`config.mk`:
```
export PLATFORM = sky130hd
export DESIGN_NAME = stream_fifo_flat
export DESIGN_NICKNAME = d
export VERILOG_FILES = /design/src/rtl/stream_fifo_if.sv /design/src/rtl/stream_fifo.sv /design/src/flat_wrapper.sv
export SDC_FILE = /design/constraint.sdc
export NUM_CORES = 1
export LEC_CHECK = 0
export BUFFER_PORTS_ARGS = -buffer_cell sky130_fd_sc_hd__buf_2
export CORE_MARGIN = 5
export CORE_UTILIZATION = 40
export CTS_CLUSTER_DIAMETER = 120
export CTS_CLUSTER_SIZE = 40
export DETAILED_ROUTE_END_ITERATION = 10
export PLACE_DENSITY = 0.54
export SLEW_MARGIN = 20
export SYNTH_ARGS = -nofsm -noshare
export SYNTH_HDL_FRONTEND = slang
export SYNTH_SLANG_ARGS = --single-unit
export TNS_END_PERCENT = 30
```
`constraint.sdc`:
```
create_clock -name clk -period 3 [get_ports clk]
set_input_delay 0.15 -clock clk [delete_from_list [all_inputs] [get_ports clk]]
set_output_delay 0.15 -clock clk [all_outputs]
set_load 0.02 [all_outputs]
```
`src/rtl/stream_fifo_if.sv`:
```
// Valid/ready stream bundle for stream_fifo: write side, read side and occupancy status.
// The slave modport is the FIFO's view; the master modport is the producer/consumer view.
interface stream_fifo_if #(
  parameter int DATA_WIDTH = 8,
  parameter int ADDR_WIDTH = 5
);
  logic                  s_valid;
  logic                  s_ready;
  logic [DATA_WIDTH-1:0] s_data;
  logic                  m_valid;
  logic                  m_ready;
  logic [DATA_WIDTH-1:0] m_data;
  logic [ADDR_WIDTH:0]   count;
  logic                  almost_full;
  logic                  almost_empty;

  modport slave (
    input  s_valid, s_data, m_ready,
    output s_ready, m_valid, m_data, count, almost_full, almost_empty
  );

  modport master (
    output s_valid, s_data, m_ready,
    input  s_ready, m_valid, m_data, count, almost_full, almost_empty
  );
endinterface

```
`src/rtl/stream_fifo.sv`:
```
// First-word-fall-through synchronous FIFO with an optional output register stage,
// occupancy count, registered almost-full/almost-empty flags and synchronous flush.
module stream_fifo #(
  parameter int DATA_WIDTH = 8,
  parameter int ADDR_WIDTH = 5,
  parameter int REG_OUT    = 0,
  parameter int AF_LEVEL   = (1 << ADDR_WIDTH) - 2,
  parameter int AE_LEVEL   = 2
) (
  input  logic          clk,
  input  logic          reset_n,
  input  logic          flush,
  stream_fifo_if.slave  bus
);
  localparam int DEPTH = 1 << ADDR_WIDTH;
  localparam int CW    = ADDR_WIDTH + 1;
  localparam logic [CW-1:0]         FULL_CNT = CW'(DEPTH);
  localparam logic [CW-1:0]         AF_CNT   = CW'(AF_LEVEL);
  localparam logic [CW-1:0]         AE_CNT   = CW'(AE_LEVEL);
  localparam logic [ADDR_WIDTH-1:0] PTR_ONE  = ADDR_WIDTH'(1);

  logic [DATA_WIDTH-1:0] mem_q [DEPTH];
  logic [ADDR_WIDTH-1:0] wr_ptr_q, wr_ptr_d, rd_ptr_q, rd_ptr_d;
  logic [CW-1:0]         count_q, count_d, st_cnt_q, st_cnt_d;
  logic                  out_valid_q, out_valid_d;
  logic [DATA_WIDTH-1:0] out_data_q, out_data_d;
  logic                  af_q, af_d, ae_q, ae_d;
  logic                  run_q;
  logic                  s_ready_s, push_s, pop_s, load_s;

  // Handshakes, prefetch decision and next-state for pointers, counts, output stage and flags.
  always_comb begin
    s_ready_s   = run_q & (count_q != FULL_CNT) & ~flush;
    push_s      = bus.s_valid & s_ready_s;
    pop_s       = out_valid_q & bus.m_ready & ~flush;
    load_s      = 1'b0;
    wr_ptr_d    = wr_ptr_q;
    rd_ptr_d    = rd_ptr_q;
    count_d     = count_q;
    st_cnt_d    = st_cnt_q;
    out_valid_d = out_valid_q;
    out_data_d  = out_data_q;
    if (flush) begin
      rd_ptr_d    = wr_ptr_q;
      count_d     = {CW{1'b0}};
      st_cnt_d    = {CW{1'b0}};
      out_valid_d = 1'b0;
    end else begin
      // With an output flop, storage only drains into the flop; otherwise a pop reads storage directly.
      if (REG_OUT != 0) begin
        load_s = (st_cnt_q != {CW{1'b0}}) & (~out_valid_q | pop_s);
      end else begin
        load_s = pop_s;
      end
      if (push_s) begin
        wr_ptr_d = wr_ptr_q + PTR_ONE;
      end else begin
        wr_ptr_d = wr_ptr_q;
      end
      if (load_s) begin
        rd_ptr_d = rd_ptr_q + PTR_ONE;
      end else begin
        rd_ptr_d = rd_ptr_q;
      end
      count_d  = count_q + CW'(push_s) - CW'(pop_s);
      st_cnt_d = st_cnt_q + CW'(push_s) - CW'(load_s);
      if (REG_OUT != 0) begin
        if (load_s) begin
          out_data_d  = mem_q[rd_ptr_q];
          out_valid_d = 1'b1;
        end else if (pop_s) begin
          out_valid_d = 1'b0;
        end else begin
          out_valid_d = out_valid_q;
        end
      end else begin
        out_valid_d = (count_d != {CW{1'b0}});
      end
    end
    af_d = (count_d >= AF_CNT);
    ae_d = (count_d <= AE_CNT);
  end

  // Storage array: written on push only, never reset.
  always_ff @(posedge clk) begin
    if (push_s) begin
      mem_q[wr_ptr_q] <= bus.s_data;
    end
  end

  // Control state, output stage and flags.
  always_ff @(posedge clk or negedge reset_n) begin
    if (!reset_n) begin
      wr_ptr_q    <= {ADDR_WIDTH{1'b0}};
      rd_ptr_q    <= {ADDR_WIDTH{1'b0}};
      count_q     <= {CW{1'b0}};
      st_cnt_q    <= {CW{1'b0}};
      out_valid_q <= 1'b0;
      out_data_q  <= {DATA_WIDTH{1'b0}};
      af_q        <= 1'b0;
      ae_q        <= 1'b1;
      run_q       <= 1'b0;
    end else begin
      wr_ptr_q    <= wr_ptr_d;
      rd_ptr_q    <= rd_ptr_d;
      count_q     <= count_d;
      st_cnt_q    <= st_cnt_d;
      out_valid_q <= out_valid_d;
      out_data_q  <= out_data_d;
      af_q        <= af_d;
      ae_q        <= ae_d;
      run_q       <= 1'b1;
    end
  end

  assign bus.s_ready      = s_ready_s;
  assign bus.m_valid      = out_valid_q;
  assign bus.m_data       = (REG_OUT != 0) ? out_data_q : mem_q[rd_ptr_q];
  assign bus.count        = count_q;
  assign bus.almost_full  = af_q;
  assign bus.almost_empty = ae_q;
endmodule

```
`src/flat_wrapper.sv`:
```
// flat-port wrapper written by rule: the top's interface ports become plain ports
module stream_fifo_flat 
#(
  parameter int DATA_WIDTH = 8,
  parameter int ADDR_WIDTH = 5,
  parameter int REG_OUT    = 0,
  parameter int AF_LEVEL   = (1 << ADDR_WIDTH) - 2,
  parameter int AE_LEVEL   = 2
)
  (clk, reset_n, flush, bus_s_valid, bus_s_data, bus_m_ready, bus_s_ready, bus_m_valid, bus_m_data, bus_count, bus_almost_full, bus_almost_empty);
  stream_fifo_if #(.DATA_WIDTH(DATA_WIDTH), .ADDR_WIDTH(ADDR_WIDTH)) bus_i ();
  input  logic clk;
  input  logic reset_n;
  input  logic flush;
  input wire logic [$bits(bus_i.s_valid)-1:0] bus_s_valid;
  input wire logic [$bits(bus_i.s_data)-1:0] bus_s_data;
  input wire logic [$bits(bus_i.m_ready)-1:0] bus_m_ready;
  output wire logic [$bits(bus_i.s_ready)-1:0] bus_s_ready;
  output wire logic [$bits(bus_i.m_valid)-1:0] bus_m_valid;
  output wire logic [$bits(bus_i.m_data)-1:0] bus_m_data;
  output wire logic [$bits(bus_i.count)-1:0] bus_count;
  output wire logic [$bits(bus_i.almost_full)-1:0] bus_almost_full;
  output wire logic [$bits(bus_i.almost_empty)-1:0] bus_almost_empty;
  assign bus_i.s_valid = bus_s_valid;
  assign bus_i.s_data = bus_s_data;
  assign bus_i.m_ready = bus_m_ready;
  assign bus_s_ready = bus_i.s_ready;
  assign bus_m_valid = bus_i.m_valid;
  assign bus_m_data = bus_i.m_data;
  assign bus_count = bus_i.count;
  assign bus_almost_full = bus_i.almost_full;
  assign bus_almost_empty = bus_i.almost_empty;
  stream_fifo #(.DATA_WIDTH(DATA_WIDTH), .ADDR_WIDTH(ADDR_WIDTH), .REG_OUT(REG_OUT), .AF_LEVEL(AF_LEVEL), .AE_LEVEL(AE_LEVEL)) u_core (.clk(clk), .reset_n(reset_n), .flush(flush), .bus(bus_i));
endmodule
```
==> impl_metrics.toml, run 1 <==
[outcome]
status = "finished clean"

[worst_setup_path]
worstSetupPathType = "reg -> out"
critPathRequiredTime_ns = 2.85
worstPathMaxFanout = 8
cp_data_arrival_time_ns = 2.77
end_kind = "output port"
start_kind = "register"
r2r_cells = 11

[route]
drc_errors = 0
final_antenna_net_count = 0
totalWireLength_um = 23200
wl_per_cell_um = 22.7
dr.pass1.iters = 4
vias = 5331
drt_first_iter_violations = 455
vias_per_cell = 5.22

[synth]
synthSimpleGateAreaFrac_pct = 4.44
synth_seq_cells = 276
synth_area_per_cell_um2 = 19.4
synth_top_area_share_pct = 69.2
synth_top_family_by_area = "multiplexers"
synth.distinct_cells = 47
synth_area_mm2 = 0.0111
yosysWarnings = 0
synthXorXnorAreaFrac_pct = 0.788
muxShareOfSynthArea_pct = 14.9
ys_top_cells_by_area = "edfxtp_1 69%, mux4_2 13%, dfrtp_1 4.3%"
syn_nets = 599
seq_area_frac_synth_pct = 73.7
syn_inst = 572
synth-edff-count = 256
synth_largest_area_cell = "edfxtp_1"
synthAdderAreaFrac_pct = 1.64
synth_compound_area_share_pct = 2.80
async_reset_ff_share_pct = 7.25
synth_flop_cell = "edfxtp_1"

[clock_tree]
cts-root-buf = "clkbuf_16"
cts_sinks = 276
numCtsBuffers = 10
clk_pin_slew_ns = 0.14
clk_path_buf_depth = 3
cts_tree = "yes"
clock_latency_ns = 0.49
cts_max_level = 1

[final_layout]
layout.nets = 666
insertedDiodeCount = 0
area_growth_pct = 11.9
drive_above_1_share_pct = 29.2
nFillCells = 2406

[run]
drv_cap = 0

[power_and_ir_drop]
p_leak_nw = 4.00
p_per_area_mw_per_mm2 = 797
power_mw = 9.90
ir_drop_v = 0.000428

[die]
coreArea_mm2 = 0.0276
rows = 61
initial_utilization_pct = 40.2
die_area_mm2 = 0.0312
top_level_ports = 31
die_h_um = 177
die_x_um = 177

[placed_design]
place.gp.congestion = 0.806
pre_cts_ws_ns = 0.276
hpwlAfterDp_um = 14800
portBuffers = 30

[sta]
hold_violations = 0
worstMarginPinSlew_ns = 0.913
skew_ns = 0.0196
setup_viol_count_final = 0
slew_headroom_pct = 39.1
slew_viol_final = 0
rsz0062_at_grt = "yes"
fmax_mhz = 343
fin_crit_sh_pct = 97.3
min_period_ns = 2.92
layout_setup_ws_ns = 0.0822

[grt]
overflow = 0
grtUsageTotal_pct = 15.2
antenna_found_initial = 0
grt_pass1_vias = 5728
grt_max_degree = 42
grt_pass1_wl_um = 35900

[worst_hold_path]
whs_path_depth = 2
hold_path.class = "in -> reg"
-- metal layers --
layer	vias to the layer above	part of all wire (%)	routed length (µm)	GRT usage (%)
li1	2402	-	-	-
met1	2823	43	10100	21.1
met2	86	52	12000	26.6
met3	20	3.6	833	1.84
met4	0	1.2	281	2.42
met5	-	0	0	0
-- timing repair --
| item | 4_1_cts | 5_1_grt |
|---|---|---|
| endpoints found under the setup margin | 8 | 8 |
| gates resized for setup | 7 | 3 |
| setup buffers | 0 | 7 |
| hold buffers | 1 | 0 |
| hold endpoints to repair | 20 | 0 |
-- cell usage in the layout (no fill, tap or decap), drive strengths merged, types with 2 or more instances in the layout --
master | netlist | layout
edfxtp | 256 | 256
buf | 15 | 83
mux4 | 64 | 64
nor2 | 56 | 56
nand2 | 23 | 23
dfrtp | 19 | 19
clkbuf | 14 | 15
ha | 13 | 13
inv | 11 | 11
nor2b | 10 | 10
mux2 | 10 | 10
mux2i | 10 | 10
o21ai | 8 | 8
o211ai | 8 | 8
a211oi | 8 | 8
o41ai | 7 | 7
xnor2 | 6 | 6
xor2 | 4 | 4
a21oi | 3 | 3
nand3 | 3 | 3
or2 | 2 | 2
nand3b | 2 | 2
-- registers in the layout, summed over array words and instances, names as in the netlist --
signal                   flops
u_core.wr_ptr_q              5
u_core.bus.count             6
u_core.bus.almost_empty      1
u_core.bus.m_valid           1
u_core.rd_ptr_q              5
u_core.run_q                 1
u_core.mem_q               256
u_core.bus.almost_full       1
-- power by group --
part	leakage, nW	total, mW	switching (mW)	internal, mW
clock	0.154	1.84	1.07	0.774
sequential	2.55	4.65	0.286	4.36
combinational	1.30	3.41	1.80	1.61
total	4.00	9.90	3.15	6.75
-- area by class of cell --
class                           count  area [µm²]  area share (%)
Sequential cell                   276        8200            66.0
Multi-Input combinational cell    256        2780            22.3
Timing Repair Buffer               84         619            4.98
Tap cell                          378         473            3.81
Clock buffer                       15         290            2.34
Inverter                           11        41.3           0.332
Clock inverter                      1        30.0           0.242
-- worst max-delay path: stages (launching register included) --
cell and delay, ns:
dfrtp_4 0.51, buf_12 0.14, buf_6 0.16, mux4_2 0.52, mux2_2 0.28, o211ai_2 0.27, o41ai_2 0.16, buf_2 0.21
-- cell families after synthesis --
family | count (synthesis)
buffers and inverters | 40
xor gates and xnor gates | 10
AOI/OAI and AO/OA | 41
adders and majority gates | 14
and+or+nand+nor | 106
muxes | 84
DFF | 276
other | 1
-- metrics by stage --
| step | setup TNS [ns] | utilization (%) | instance area (µm²) | std cells | hold WS, ns |
|---|---|---|---|---|---|
| finish | 0 | 45.0 | 12400 | 1021 | 0.0330 |
| global route | -0.0626 | 45.0 | 12400 | 1021 | 0.0390 |
| CTS | -0.334 | 44.7 | 12300 | 1014 | 0.0170 |
| detailed placement | 0 | 43.3 | 12000 | 997 | 0.138 |
| global placement | 0 | 43.3 | 12000 | 997 | 0.126 |
| floorplan | 0 | - | 11100 | 572 | -0.146 |
-- cells in the mapped netlist (2+ instances only) --
cell,instances
a211oi_1,8
a21oi_1,3
buf_1,4
buf_2,5
buf_4,4
buf_6,2
clkbuf_1,14
dfrtp_1,19
edfxtp_1,256
ha_1,13
inv_1,11
mux2_2,10
mux2i_1,10
mux4_2,64
nand2_1,23
nand3_1,3
nand3b_1,2
nor2_1,56
nor2b_1,10
o211ai_1,5
o211ai_2,3
o21ai_0,7
o41ai_1,7
or2_2,2
xnor2_1,6
xor2_1,4
-- worst paths after layout --
kind,slack (ns),to,startpoint
max,0.08,bus_m_data[5],u_core.rd_ptr_q[0]$_DFFE_PN0P_
min,0.03,u_core.bus.count[0]$_DFF_PN0_,flush
max reg2reg,0.24,u_core.bus.m_valid$_DFF_PN0_,u_core.bus.count[3]$_DFF_PN0_
min reg2reg,0.60,u_core.rd_ptr_q[1]$_DFFE_PN0P_,u_core.wr_ptr_q[1]$_DFFE_PN0P_
max in group asynchronous,2.50,u_core.rd_ptr_q[0]$_DFFE_PN0P_,reset_n
min in group asynchronous,0.13,u_core.bus.count[3]$_DFF_PN0_,reset_n
Power figures use the tool's default switching activity.
==> run 2: changes to the inputs <==
Settings changed: CORE_UTILIZATION 40 to 30, PLACE_DENSITY 0.54 to 0.43.
==> run 2 against run 1 <==
Critical path depth is 1 lower. Worst hold slack worse by 0.012 ns. Clock-buffer cell count down 2. Global-route usage shrank 3.0 points. Sequential power up 1%. Clock power rose by 12%. Fmax rose by 0.99%. Final area increased by 0.67%. Non-clock buffer count is 11 lower. Register-to-register slack improved by 0.04 ns. Clock skew increased by 0.0091 ns. Critical path type unchanged. Largest cell class unchanged. Largest power group unchanged.
==> impl_metrics.toml, run 2 (synthesized netlist as in run 1, its figures left out) <==
[sta]
slew_viol_final = 0
worstMarginPinSlew_ns = 0.990
setup_viol_count_final = 0
min_period_ns = 2.89
fin_crit_sh_pct = 96.3
hold_violations = 0
layout_setup_ws_ns = 0.111
rsz0062_at_grt = "yes"
skew_ns = 0.0288
fmax_mhz = 346
slew_headroom_pct = 34.0

[power_and_ir_drop]
p_per_area_mw_per_mm2 = 805
power_mw = 10.1
p_leak_nw = 3.97
ir_drop_v = 0.000381

[run]
drv_cap = 0

[final_layout]
final_area_mm2 = 0.0125
final_util_pct = 34.2
final_common_cell = "edfxtp_1"
layout.nets = 656
final_cell_mix = "256 x edfxtp_1, 64 x mux4_2, 56 x nor2_1, 37 x buf_4, 30 x buf_2"
top_register = "u_core.mem_q"
insertedDiodeCount = 0
drive_above_1_share_pct = 28.4
largest_reg_flops = 256
area_growth_pct = 12.6

[grt]
grt_max_degree = 42
antenna_found_initial = 0
overflow = 0
grt_pass1_wl_um = 38000
grt_pass1_vias = 5824
grtUsageTotal_pct = 12.3

[worst_setup_path]
max_stage_delay_ns = 0.53
crit_path_top_delay_cell = "dfrtp_4"
critPathTopFamily = "multiplexers"
r2r_start = "u_core.bus.count[2]$_DFF_PN0_"
startpoint = "u_core.rd_ptr_q[0]$_DFFE_PN0P_"
worstSetupPathType = "reg -> out"
end_kind = "output port"
start_kind = "register"
critPathRequiredTime_ns = 2.85
crit_buf_inv = 2
path_cells = "buf_16, mux4_2, mux2_2, o211ai_1, o41ai_1, buf_2"
worstPathMaxFanout = 17
cp_data_arrival_time_ns = 2.74

[clock_tree]
cts-root-buf = "clkbuf_16"
clock_latency_ns = 0.50
cts_max_level = 1
cts_tree = "yes"
clk_path_buf_depth = 3
cts_sinks = 276
post_cts_buffers = 0
clk_pin_slew_ns = 0.14
numCtsBuffers = 11

[placed_design]
dpl-instance-area_mm2 = 0.0121
place.gp.congestion = 0.775
portBuffers = 30
hpwlAfterDp_um = 15900
pre_cts_ws_ns = 0.288

[route]
drc_errors = 0
vias_per_cell = 4.85
dr.pass1.iters = 4
drt_first_iter_violations = 273
totalWireLength_um = 25400
wl_per_cell_um = 23.1
final_antenna_net_count = 0
vias = 5342

[die]
die_x_um = 202
top_level_ports = 31
initial_utilization_pct = 30.3
die_h_um = 202
die_area_mm2 = 0.0410
rows = 70
coreArea_mm2 = 0.0366

[worst_hold_path]
hold_start = "flush"
hold_path.class = "in -> reg"

[outcome]
status = "finished clean"
## run 2: cell types whose count changed in the layout (fill, tap and decap cells not counted), sizes merged
cell,before,now
inv,11,13
bufinv,1,2
clkbuf,15,14
buf,83,71
## run 2: repair_timing
item / in CTS / in global routing
pin swaps: 0 / 3
setup endpoints to repair: 6 / 6
endpoints found under the hold margin: 20 / 0
resized for setup: 4 / 4
gates cloned: 0 / 1
hold buffers: 1 / 0
## run 2: metal layers
| layer | vias up | part of all wire (%) | GRT usage [%] |
|---|---|---|---|
| met4 | 0 | 1.1 | 1.79 |
| li1 | 2377 | - | - |
| met5 | - | 0 | 0 |
| met3 | 15 | 3.0 | 1.25 |
| met2 | 56 | 53 | 22.2 |
| met1 | 2894 | 43 | 16.4 |
## run 2: path summary, 6_finish.rpt
check	slack (ns)	endpoint	cells past startpoint
hold / removal	0.02	u_core.bus.count[0]$_DFF_PN0_	2
setup reg to reg	0.28	u_core.bus.m_valid$_DFF_PN0_	11
hold reg to reg	0.64	u_core.wr_ptr_q[3]$_DFFE_PN0P_	2
max in group asynchronous	2.49	u_core.rd_ptr_q[0]$_DFFE_PN0P_	2
setup / recovery	0.11	bus_m_data[0]	6
min in group asynchronous	0.13	u_core.bus.almost_full$_DFF_PN0_	2
## run 2: area by class of cell
type / count / area (µm²)
Inverter: 11 / 41.3
Tap cell: 468 / 586
Clock inverter: 4 / 100
Clock buffer: 13 / 283
Multi-Input combinational cell: 256 / 2760
Fill cell: 3460 / 24100
Sequential cell: 276 / 8200
Timing Repair Buffer: 73 / 542
## run 2: metrics by stage
stage,hold WS (ns),std cells,TNS (ns)
global route,0.0250,1101,-0.135
CTS,0.00132,1100,-0.0843
finish,0.0212,1101,0
floorplan,-0.146,572,0
global placement,0.121,1082,0
detailed placement,0.139,1082,0
## run 2: power breakdown
part	switching [mW]	internal, mW
registers	0.347	4.36
clock network	1.17	0.895
logic	1.78	1.51
## run 2: worst register-to-register path, stage by stage, from the launching register on
cell and delay (ns):
dfrtp_1 0.42, inv_1 0.10, ha_1 0.14, and4bb_2 0.28, nor4b_4 0.06, ha_1 0.24
fa_1 0.43, a21oi_1 0.14, o21bai_1 0.09, xnor2_1 0.23, o211ai_1 0.16, o41a_1 0.32
==> run 3: changes to the inputs <==
Settings changed: ABC_AREA set to 1, PLACE_DENSITY 0.43 to 0.45.
Clock period 3 ns to 2.3 ns, I/O delays scaled along.
==> run 3 against run 2 <==
The run now ends with negative setup slack left. Die area increased by 11%. First-iteration DRC count up 150%. Clock-buffer cell count fell by 2. Highest routed layer unchanged. Final area grew 15%. Critical path type unchanged. Setup slack lost 0.33 ns. Largest cell class unchanged.
==> impl_metrics.toml, run 3 <==
[outcome]
status = "finished with violations"
violations = "negative setup slack"

[clock_tree]
numCtsBuffers = 11
cts_tree = "yes"
cts_sinks = 276
clk_path_buf_depth = 3
cts_max_level = 1
cts-root-buf = "clkbuf_16"
clock_latency_ns = 0.51
clk_pin_slew_ns = 0.14

[placed_design]
place.gp.congestion = 0.814
dpl-instance-area_mm2 = 0.0135
hpwlAfterDp_um = 20600
portBuffers = 30
dp.cells = 1836

[final_layout]
layout.nets = 1359
final_area_mm2 = 0.0144
insertedDiodeCount = 0
final_cell_mix = "408 x nand2_1, 256 x edfxtp_1, 203 x inv_1, 126 x nand3_1, 77 x nor2_1"
final-instance-count-excl-fill = 1867
final_common_cell = "nand2_1"
final_util_pct = 35.2
area_growth_pct = 16.3
drive_above_1_share_pct = 13.9
top_register = "u_core.mem_q"
largest_reg_flops = 256

[synth]
synth_flop_cell = "edfxtp_1"
seq_area_frac_synth_pct = 66.3
yosysMostFrequentCell = "nand2_1"
synth.distinct_cells = 27
synth_area_mm2 = 0.0123
ys_top_cells_by_area = "edfxtp_1 62%, nand2_1 13%, inv_1 6.2%"
async_reset_ff_share_pct = 7.25
synth_largest_area_cell = "edfxtp_1"
synth_top_area_share_pct = 62.3
yosysWarnings = 0
syn_nets = 1287
synth_area_per_cell_um2 = 9.80
synth-edff-count = 256
syn_inst = 1260
ys_top_cells_by_count = "419 x nand2_1, 256 x edfxtp_1, 204 x inv_1"
synth_seq_cells = 276

[die]
initial_utilization_pct = 30.3
top_level_ports = 31
die_x_um = 213
rows = 74
die_area_mm2 = 0.0453
coreArea_mm2 = 0.0407
die_h_um = 213

[power_and_ir_drop]
switching_share_pct = 40.8
clkPwrFrac_pct = 16.1
p_leak_nw = 6.16
seq_power_share_pct = 37.9
power_mw = 15.6
p_per_area_mw_per_mm2 = 1090
p_sw_mw = 6.39
pwr-share-comb_pct = 46.0
p_int_mw = 9.26
ir_drop_v = 0.000550

[worst_setup_path]
crit_buf_inv = 5
max_stage_delay_ns = 0.60
path_cells = "inv_8, buf_12, buf_6, buf_16, nand2_1, nand3_1, nand2_1, nand2_1, nand3_1, nor2_1, nor2_2, buf_6"
worstSetupPathType = "reg -> out"
worstPathMaxFanout = 11
end_kind = "output port"
cp_data_arrival_time_ns = 2.40
critPathRequiredTime_ns = 2.18
crit_path_top_delay_cell = "dfrtp_4"
r2r_start = "u_core.bus.count[3]$_DFF_PN0_"
r2r_cells = 13
startpoint = "u_core.rd_ptr_q[0]$_DFFE_PN0P_"
start_kind = "register"
critPathTopFamily = "buffers and inverters"
cpMostUsedCell = "nand2_1"
path_depth = 12

[route]
dr.pass1.iters = 4
drt_first_iter_violations = 673
vias_per_cell = 4.45
final_antenna_net_count = 0
vias = 8312
wl_per_cell_um = 17.9
drc_errors = 0
totalWireLength_um = 33400

[sta]
worstMarginPinSlew_ns = 0.924
hold_violations = 0
min_period_ns = 2.52
whs_ns = 0.0231
fmax_mhz = 397
layout_setup_ws_ns = -0.219
fin_crit_sh_pct = 110
skew_ns = 0.0246
slew_viol_final = 0
slew_headroom_pct = 38.4
rsz0062_at_grt = "yes"
setup_viol_count_final = 8

[grt]
grt_max_degree = 41
grtUsageTotal_pct = 14.8
grt_pass1_wl_um = 51300
overflow = 0
antenna_found_initial = 0
grt_pass1_vias = 8359

[worst_hold_path]
hold_start = "bus_s_valid"
whs_path_depth = 4
hold_path.class = "in -> reg"

[run]
drv_cap = 0
==> run 3: changes by cell type after synthesis, moves of 13 or more <==
cell / before / now
nor2_1: 56 / 107
mux4_2: 64 / 0
o21ai_0: 7 / 20
inv_1: 11 / 204
nand3_1: 3 / 136
buf_2: 5 / 40
nand2_1: 23 / 419
==> run 3: repair_timing <==
action	CTS	global route
hold endpoints to repair	26	0
endpoints found under the setup margin	8	12
hold buffers	3	0
cloned	5	0
setup buffers	5	2
pin swaps	19	7
gates resized for setup	65	23
==> run 3: cell type report <==
class                      count  area (µm²)
clock buffer                  11         275
clock inverter                 5        57.6
fill                        4151       26400
inverter                     209         792
multi-input combinational    722        3310
sequential                   276        8190
tap                          532         666
timing repair buffer         112        1060
==> run 3: per-stage QoR <==
| stage | TNS [ns] | worst slack (ns) |
|---|---|---|
| final | -1.45 | -0.219 |
| after global routing | -2.72 | -0.314 |
| after CTS | -1.57 | -0.217 |
| after detailed placement | 0 | 0.0132 |
| after global placement | 0 | 0.0859 |
| after floorplan | -0.00354 | -0.00354 |
==> run 3: final timing paths <==
check,end,slack (ns)
max,bus_m_data[2],-0.22
min,u_core.wr_ptr_q[0]$_DFFE_PN0P_,0.02
max reg2reg,u_core.bus.m_valid$_DFF_PN0_,0.10
min reg2reg,u_core.wr_ptr_q[3]$_DFFE_PN0P_,0.61
max in group asynchronous,u_core.rd_ptr_q[0]$_DFFE_PN0P_,1.81
min in group asynchronous,u_core.bus.almost_full$_DFF_PN0_,0.11
==> run 3: cell families (layout without fill, tap and decap cells) <==
logic type	after synthesis	after routing	synth area share, %
and+or+nand+nor	671	671	22.0
DFF	276	276	66.3
buffers and inverters	262	337	8.40
AOI/OAI and AO/OA	30	30	1.37
adders and majority gates	14	14	1.48
xor gates and xnor gates	6	6	0.426
other	1	1	0.0304
==> run 3: layer usage <==
layer | global-route usage [%] | vias to the layer above | part of all wire [%]
li1 | - | 4134 | -
met1 | 22.3 | 3978 | 49
met2 | 23.4 | 171 | 45
met3 | 1.90 | 29 | 4.6
met4 | 2.58 | 0 | 1.4
met5 | 0 | - | 0
==> run 3: tightest hold or removal path: cells and delay by family <==
family	cells	cell delay [ns]
xor+xnor	1	0.06
buf+inv	2	0.24
simple gates	1	0.07
==> run 3: power groups by stage <==
stage | Clock (mW) | Sequential [mW] | Combinational, mW
detailed placement | 0 | 6.01 | 6.11
global route | 2.79 | 5.97 | 7.94
global placement | 0 | 6.01 | 6.15
CTS | 2.62 | 5.93 | 7.03
finish | 2.52 | 5.93 | 7.20
floorplan | 0 | 5.97 | 3.75
